## src/rtl/reg_file.sv

```systemverilog
// Architectural register file with rename tags for the out-of-order core.
// Renames on issue, resolves source lookups, retires on commit, drops tags on clear.
module reg_file #(
    parameter int ROB_WIDTH = 4,
    parameter int REG_NUM   = 32
) (
    input  logic                 clk_in,
    input  logic                 rst_in,
    input  logic                 rdy_in,
    input  logic                 clear,
    input  logic                 dec_ready,
    input  logic [4:0]           rs1,
    input  logic [4:0]           rs2,
    input  logic [4:0]           rd,
    input  logic [ROB_WIDTH-1:0] issue_rob_id,
    input  logic                 commit_ready,
    input  logic [ROB_WIDTH-1:0] commit_rob_id,
    input  logic [4:0]           commit_reg_id,
    input  logic [31:0]          commit_val,
    output logic                 search_has_dep_1,
    output logic [ROB_WIDTH-1:0] search_rob_id_1,
    output logic [31:0]          search_val_1,
    output logic                 search_has_dep_2,
    output logic [ROB_WIDTH-1:0] search_rob_id_2,
    output logic [31:0]          search_val_2
);

    logic [31:0]          val_q  [REG_NUM];
    logic                 busy_q [REG_NUM];
    logic [ROB_WIDTH-1:0] tag_q  [REG_NUM];

    logic rename_en;
    logic commit_en;

    assign rename_en = dec_ready && !clear && (rd != 5'd0);
    assign commit_en = commit_ready && (commit_reg_id != 5'd0);

    always_ff @(posedge clk_in or posedge rst_in) begin
        if (rst_in) begin
            for (int i = 0; i < REG_NUM; i++) begin
                val_q[i]  <= 32'd0;
                busy_q[i] <= 1'b0;
                tag_q[i]  <= '0;
            end
        end else if (rdy_in) begin
            for (int i = 1; i < REG_NUM; i++) begin
                // Committed values are architectural and land even on clear.
                if (commit_en && commit_reg_id == 5'(i))
                    val_q[i] <= commit_val;
                if (clear) begin
                    busy_q[i] <= 1'b0;
                    tag_q[i]  <= '0;
                end else if (rename_en && rd == 5'(i)) begin
                    busy_q[i] <= 1'b1;
                    tag_q[i]  <= issue_rob_id;
                end else if (commit_en && commit_reg_id == 5'(i)
                             && tag_q[i] == commit_rob_id) begin
                    busy_q[i] <= 1'b0;
                end
            end
        end
    end

    // Returns {has_dep, rob_id, val}; reads pre-rename state so rd==rs sees the old producer.
    function automatic logic [ROB_WIDTH+32:0] lookup(
        input logic [4:0]           s,
        input logic                 b,
        input logic [ROB_WIDTH-1:0] t,
        input logic [31:0]          v
    );
        logic [ROB_WIDTH+32:0] r;
        r = '0;
        if (s == 5'd0) begin
            r = '0;
        end else if (!b) begin
            r = {1'b0, {ROB_WIDTH{1'b0}}, v};
        end else if (commit_ready && commit_reg_id == s
                     && commit_rob_id == t) begin
            r = {1'b0, {ROB_WIDTH{1'b0}}, commit_val};
        end else begin
            r = {1'b1, t, 32'd0};
        end
        return r;
    endfunction

    always_comb begin
        {search_has_dep_1, search_rob_id_1, search_val_1} =
            lookup(rs1, busy_q[rs1], tag_q[rs1], val_q[rs1]);
        {search_has_dep_2, search_rob_id_2, search_val_2} =
            lookup(rs2, busy_q[rs2], tag_q[rs2], val_q[rs2]);
    end

endmodule

```

## config.mk

```make
export PLATFORM = sky130hd
export DESIGN_NAME = reg_file
export DESIGN_NICKNAME = d
export VERILOG_FILES = /design/src/rtl/reg_file.sv
export SDC_FILE = /design/constraint.sdc
export NUM_CORES = 2
export LEC_CHECK = 0
export BUFFER_PORTS_ARGS = -buffer_cell sky130_fd_sc_hd__buf_2
export CAP_MARGIN = 20
export CORE_MARGIN = 1
export CORE_UTILIZATION = 65
export DETAILED_ROUTE_END_ITERATION = 12
export PLACE_DENSITY = 0.82
export RECOVER_POWER = 100
export SYNTH_ARGS = -nofsm -noshare
export SYNTH_HDL_FRONTEND = slang
export SYNTH_SLANG_ARGS = --single-unit
```

## constraint.sdc

```tcl
create_clock -name clk_in -period 81.1 [get_ports clk_in]
set_clock_uncertainty 0.15 [all_clocks]
set_input_delay 16.22 -clock clk_in [delete_from_list [all_inputs] [get_ports clk_in]]
set_output_delay 16.22 -clock clk_in [all_outputs]
set_load 0.02 [all_outputs]
```

==> results.json <==
{
  "cts_buffers": 117,
  "grt_pass1_wl_mm": 290.0,
  "wl_per_cell_um": 34.02,
  "cp_max_fo": 67,
  "violations": "max-capacitance violations, max-slew violations",
  "slowest_delay_ns": 4.21,
  "grt_pass1_vias": 43927,
  "routed_via_density": 7.569,
  "rr_endpoint": "busy_q[15]",
  "cts.sinks": 1147,
  "synthCells": 4454,
  "tightest_slew_ns": 8.850,
  "drt-initial-drc-count": 5688,
  "synth_area_leaders": "dfrtp_1 44%, mux2_2 21%, mux4_2 19%, mux2i_1 2.0%, clkbuf_1 1.7%",
  "syn_nets": 4520,
  "antenna_found_initial": 3,
  "min-delay-start": "val_q[166]",
  "floorplan.rows": 115,
  "die_w_um": 317.1,
  "combPwrFrac_pct": 18.4,
  "min_to": "val_q[166]",
  "drt_first_pass_iters": 5,
  "synthTopCellsByCount": "1230 x mux2_2, 1147 x dfrtp_1, 554 x mux4_2, 291 x clkbuf_1, 141 x nor2_1",
  "r2r_start": "tag_q[63]",
  "fin_cells": 5715,
  "rrSetupSlack_ns": 79.10,
  "drc": 0,
  "ir_drop_v": 0.00001842,
  "synthFlopType": "dfrtp_1",
  "start_util_pct": 65.58,
  "synth_top_area_cell": "dfrtp_1",
  "synth-seq-area-share_pct": 44.47,
  "async_flop_share_pct": 100.0,
  "core_mm2": 0.09842,
  "syn_area_per_cell_um2": 14.49,
  "dp_hpwl_mm": 107.1,
  "switching_power_mw": 0.4294,
  "ioPinCount": 140,
  "maxSlewViolCount": 2664,
  "p_int_mw": 1.144,
  "fin_crit_ns": 48.20,
  "cts_tree": "built",
  "max-slew-margin-rel_pct": -490.0,
  "gr-usage-all-layers_pct": 39.51,
  "clockBufferDepth": 3,
  "syn_area_mm2": 0.06455,
  "maxCapViolCount": 70,
  "pwr_density_cell_mw_per_mm2": 22.65,
  "path_class": "in2out",
  "synth_warnings": 37,
  "drt-total-wl_mm": 194.4,
  "worst-path-buf-inv": 6,
  "hold_depth": 1,
  "cts_setup_buffers": 0,
  "cts_max_level": 3,
  "gr-total-overflow": 0,
  "synth_edf_count": 0,
  "cp.arrival_ns": 31.83,
  "ctsHoldBuffers": 0,
  "status": "finished, violations left",
  "total_power_mw": 1.574,
  "fin_nets": 4395,
  "reg2reg_depth": 4,
  "synth.most_common_cell": "mux2_2",
  "cts-root-buf": "clkbuf_16",
  "insertion_delay_ns": 0.73,
  "startpoint": "rs2[0]",
  "ys_ff_latch": 1147,
  "ant_nets": 0,
  "finalHoldViolations": 0,
  "ctsResizeCount": 0,
  "path_cells": "clkbuf_1, clkbuf_1, clkbuf_1, nor2b_1, clkbuf_1, a221oi_1, or4_1, nand4_1, xnor2_1, nand4_1, clkbuf_1, o21ai_0, clkbuf_1",
  "max_freq_mhz": 20.75,
  "power.share.clock_pct": 36.6,
  "swShare_pct": 27.29,
  "tns_ns": 0,
  "critPathSlowestCell": "clkbuf_1",
  "io_buffers": 139,
  "endpoint_kind": "output port",
  "critPathMostFrequentCell": "clkbuf_1",
  "power_leakage_nw": 30.68,
  "period_share_pct": 59.43,
  "dieArea_mm2": 0.1006,
  "post-synth-top-area-fraction_pct": 44.47,
  "syn_to_final_growth_pct": 7.631,
  "hold_ws_ns": 0.3727,
  "synth_cell_type_count": 62,
  "hp-class": "reg2reg",
  "die_y_um": 317.1,
  "gp_congestion": 0.9638,
  "drive_gt1_share_pct": 48.48,
  "place_inst": 5496,
  "clk_pin_slew_worst_paths_ns": 0.06,
  "cp.required_ns": 64.73,
  "grt_max_degree": 167,
  "rsz0062_at_grt": "false",
  "crit_family": "buffers and inverters",
  "share_seq_of_total_power_pct": 45.1,
  "setup_viol": 0,
  "crit_path_start_kind": "input pin",
  "via_count": 43254
}
-- registers in the layout, summed over array words and instances (netlist names) --
signal	count
val_q	992
busy_q	31
tag_q	124
-- worst max-delay path by stage --
stage | end | slack (ns) | cells past startpoint
final | search_val_2[29] | 32.90 | 13
after global routing | search_val_2[16] | 31.88 | 13
after CTS | search_val_2[29] | 43.17 | 12
after global placement | search_val_2[18] | 43.27 | 12
after detailed placement | search_val_2[29] | 43.14 | 12
after floorplan | busy_q[0] | 32.43 | 1
-- metrics by stage --
step	area, µm²	utilization (%)	setup slack, ns
after CTS	70010	71.14	43.17
after detailed placement	65900	66.96	43.14
after global placement	65900	66.96	43.27
after floorplan	64550	-	32.43
final	69470	70.59	32.90
after global routing	69470	70.59	31.88
-- power groups by stage --
stage	clock network [mW]	registers, mW	logic, mW
after detailed placement	0	0.715	0.286
final	0.576	0.709	0.289
after global routing	0.600	0.717	0.306
after floorplan	0	0.695	0.228
after CTS	0.579	0.705	0.288
after global placement	0	0.709	0.278
-- kinds of logic (layout without fill, tap and decap cells) --
kind of cell              count (synthesis)  after routing  share of synthesized area (%)
buffers and inverters                   467            440                          3.070
and+or+nand+nor                         437            437                          3.381
xor gates and xnor gates                139            139                          1.886
muxes                                  1928           1928                          43.35
DFF                                    1147           1147                          44.47
AOI/OAI and AO/OA                       336            336                          3.848
other                                     0              1                              0
-- worst register-to-register path, cell delays in order (launching register included) --
cell and delay, ns:
dfrtp_1 0.47, xor2_1 0.19, nor4_1 0.60, a31oi_1 0.17, mux2_2 0.30
-- cells in the final DEF, fill, tap and decap left out, types with 10 or more instances in the layout --
master,n
nor4_1,30
mux2_2,1223
mux4_1,13
o21ai_0,42
buf_4,33
a21oi_1,21
buf_2,74
clkbuf_1,123
dfrtp_1,1147
a22o_1,32
nand2b_1,42
o21a_1,28
clkbuf_8,30
bufinv_16,13
nor2b_1,21
or2_2,33
clkbuf_16,119
o22ai_1,67
xor2_1,110
a31o_1,25
xnor2_1,29
nor3_1,14
a221oi_1,39
nand3_1,46
nor2_1,141
nand2_1,67
clkinv_2,26
o2bb2ai_1,31
mux4_2,554
mux2i_1,131
a22oi_1,10
-- final cells by class --
type / instances / area [µm²]
clock inverters: 51 / 673.1
multi-input cells: 2840 / 33910
clock buffers: 166 / 3445
inverters: 5 / 22.52
well taps: 1287 / 1610
diodes: 1 / 2.502
fillers: 6409 / 28950
flip-flops and latches: 1147 / 28700
repair buffers: 218 / 1107
-- routing by layer --
metal | GRT usage [%] | wire length, µm | vias to the layer above | share of wire [%]
li1 | - | - | 16874 | -
met1 | 54.79 | 73120 | 22881 | 38
met2 | 58.62 | 87650 | 2805 | 45
met3 | 10.19 | 22220 | 694 | 11
met4 | 19.70 | 11460 | 0 | 5.9
met5 | 0 | 0 | - | 0
Power figures use the tool's default switching activity.
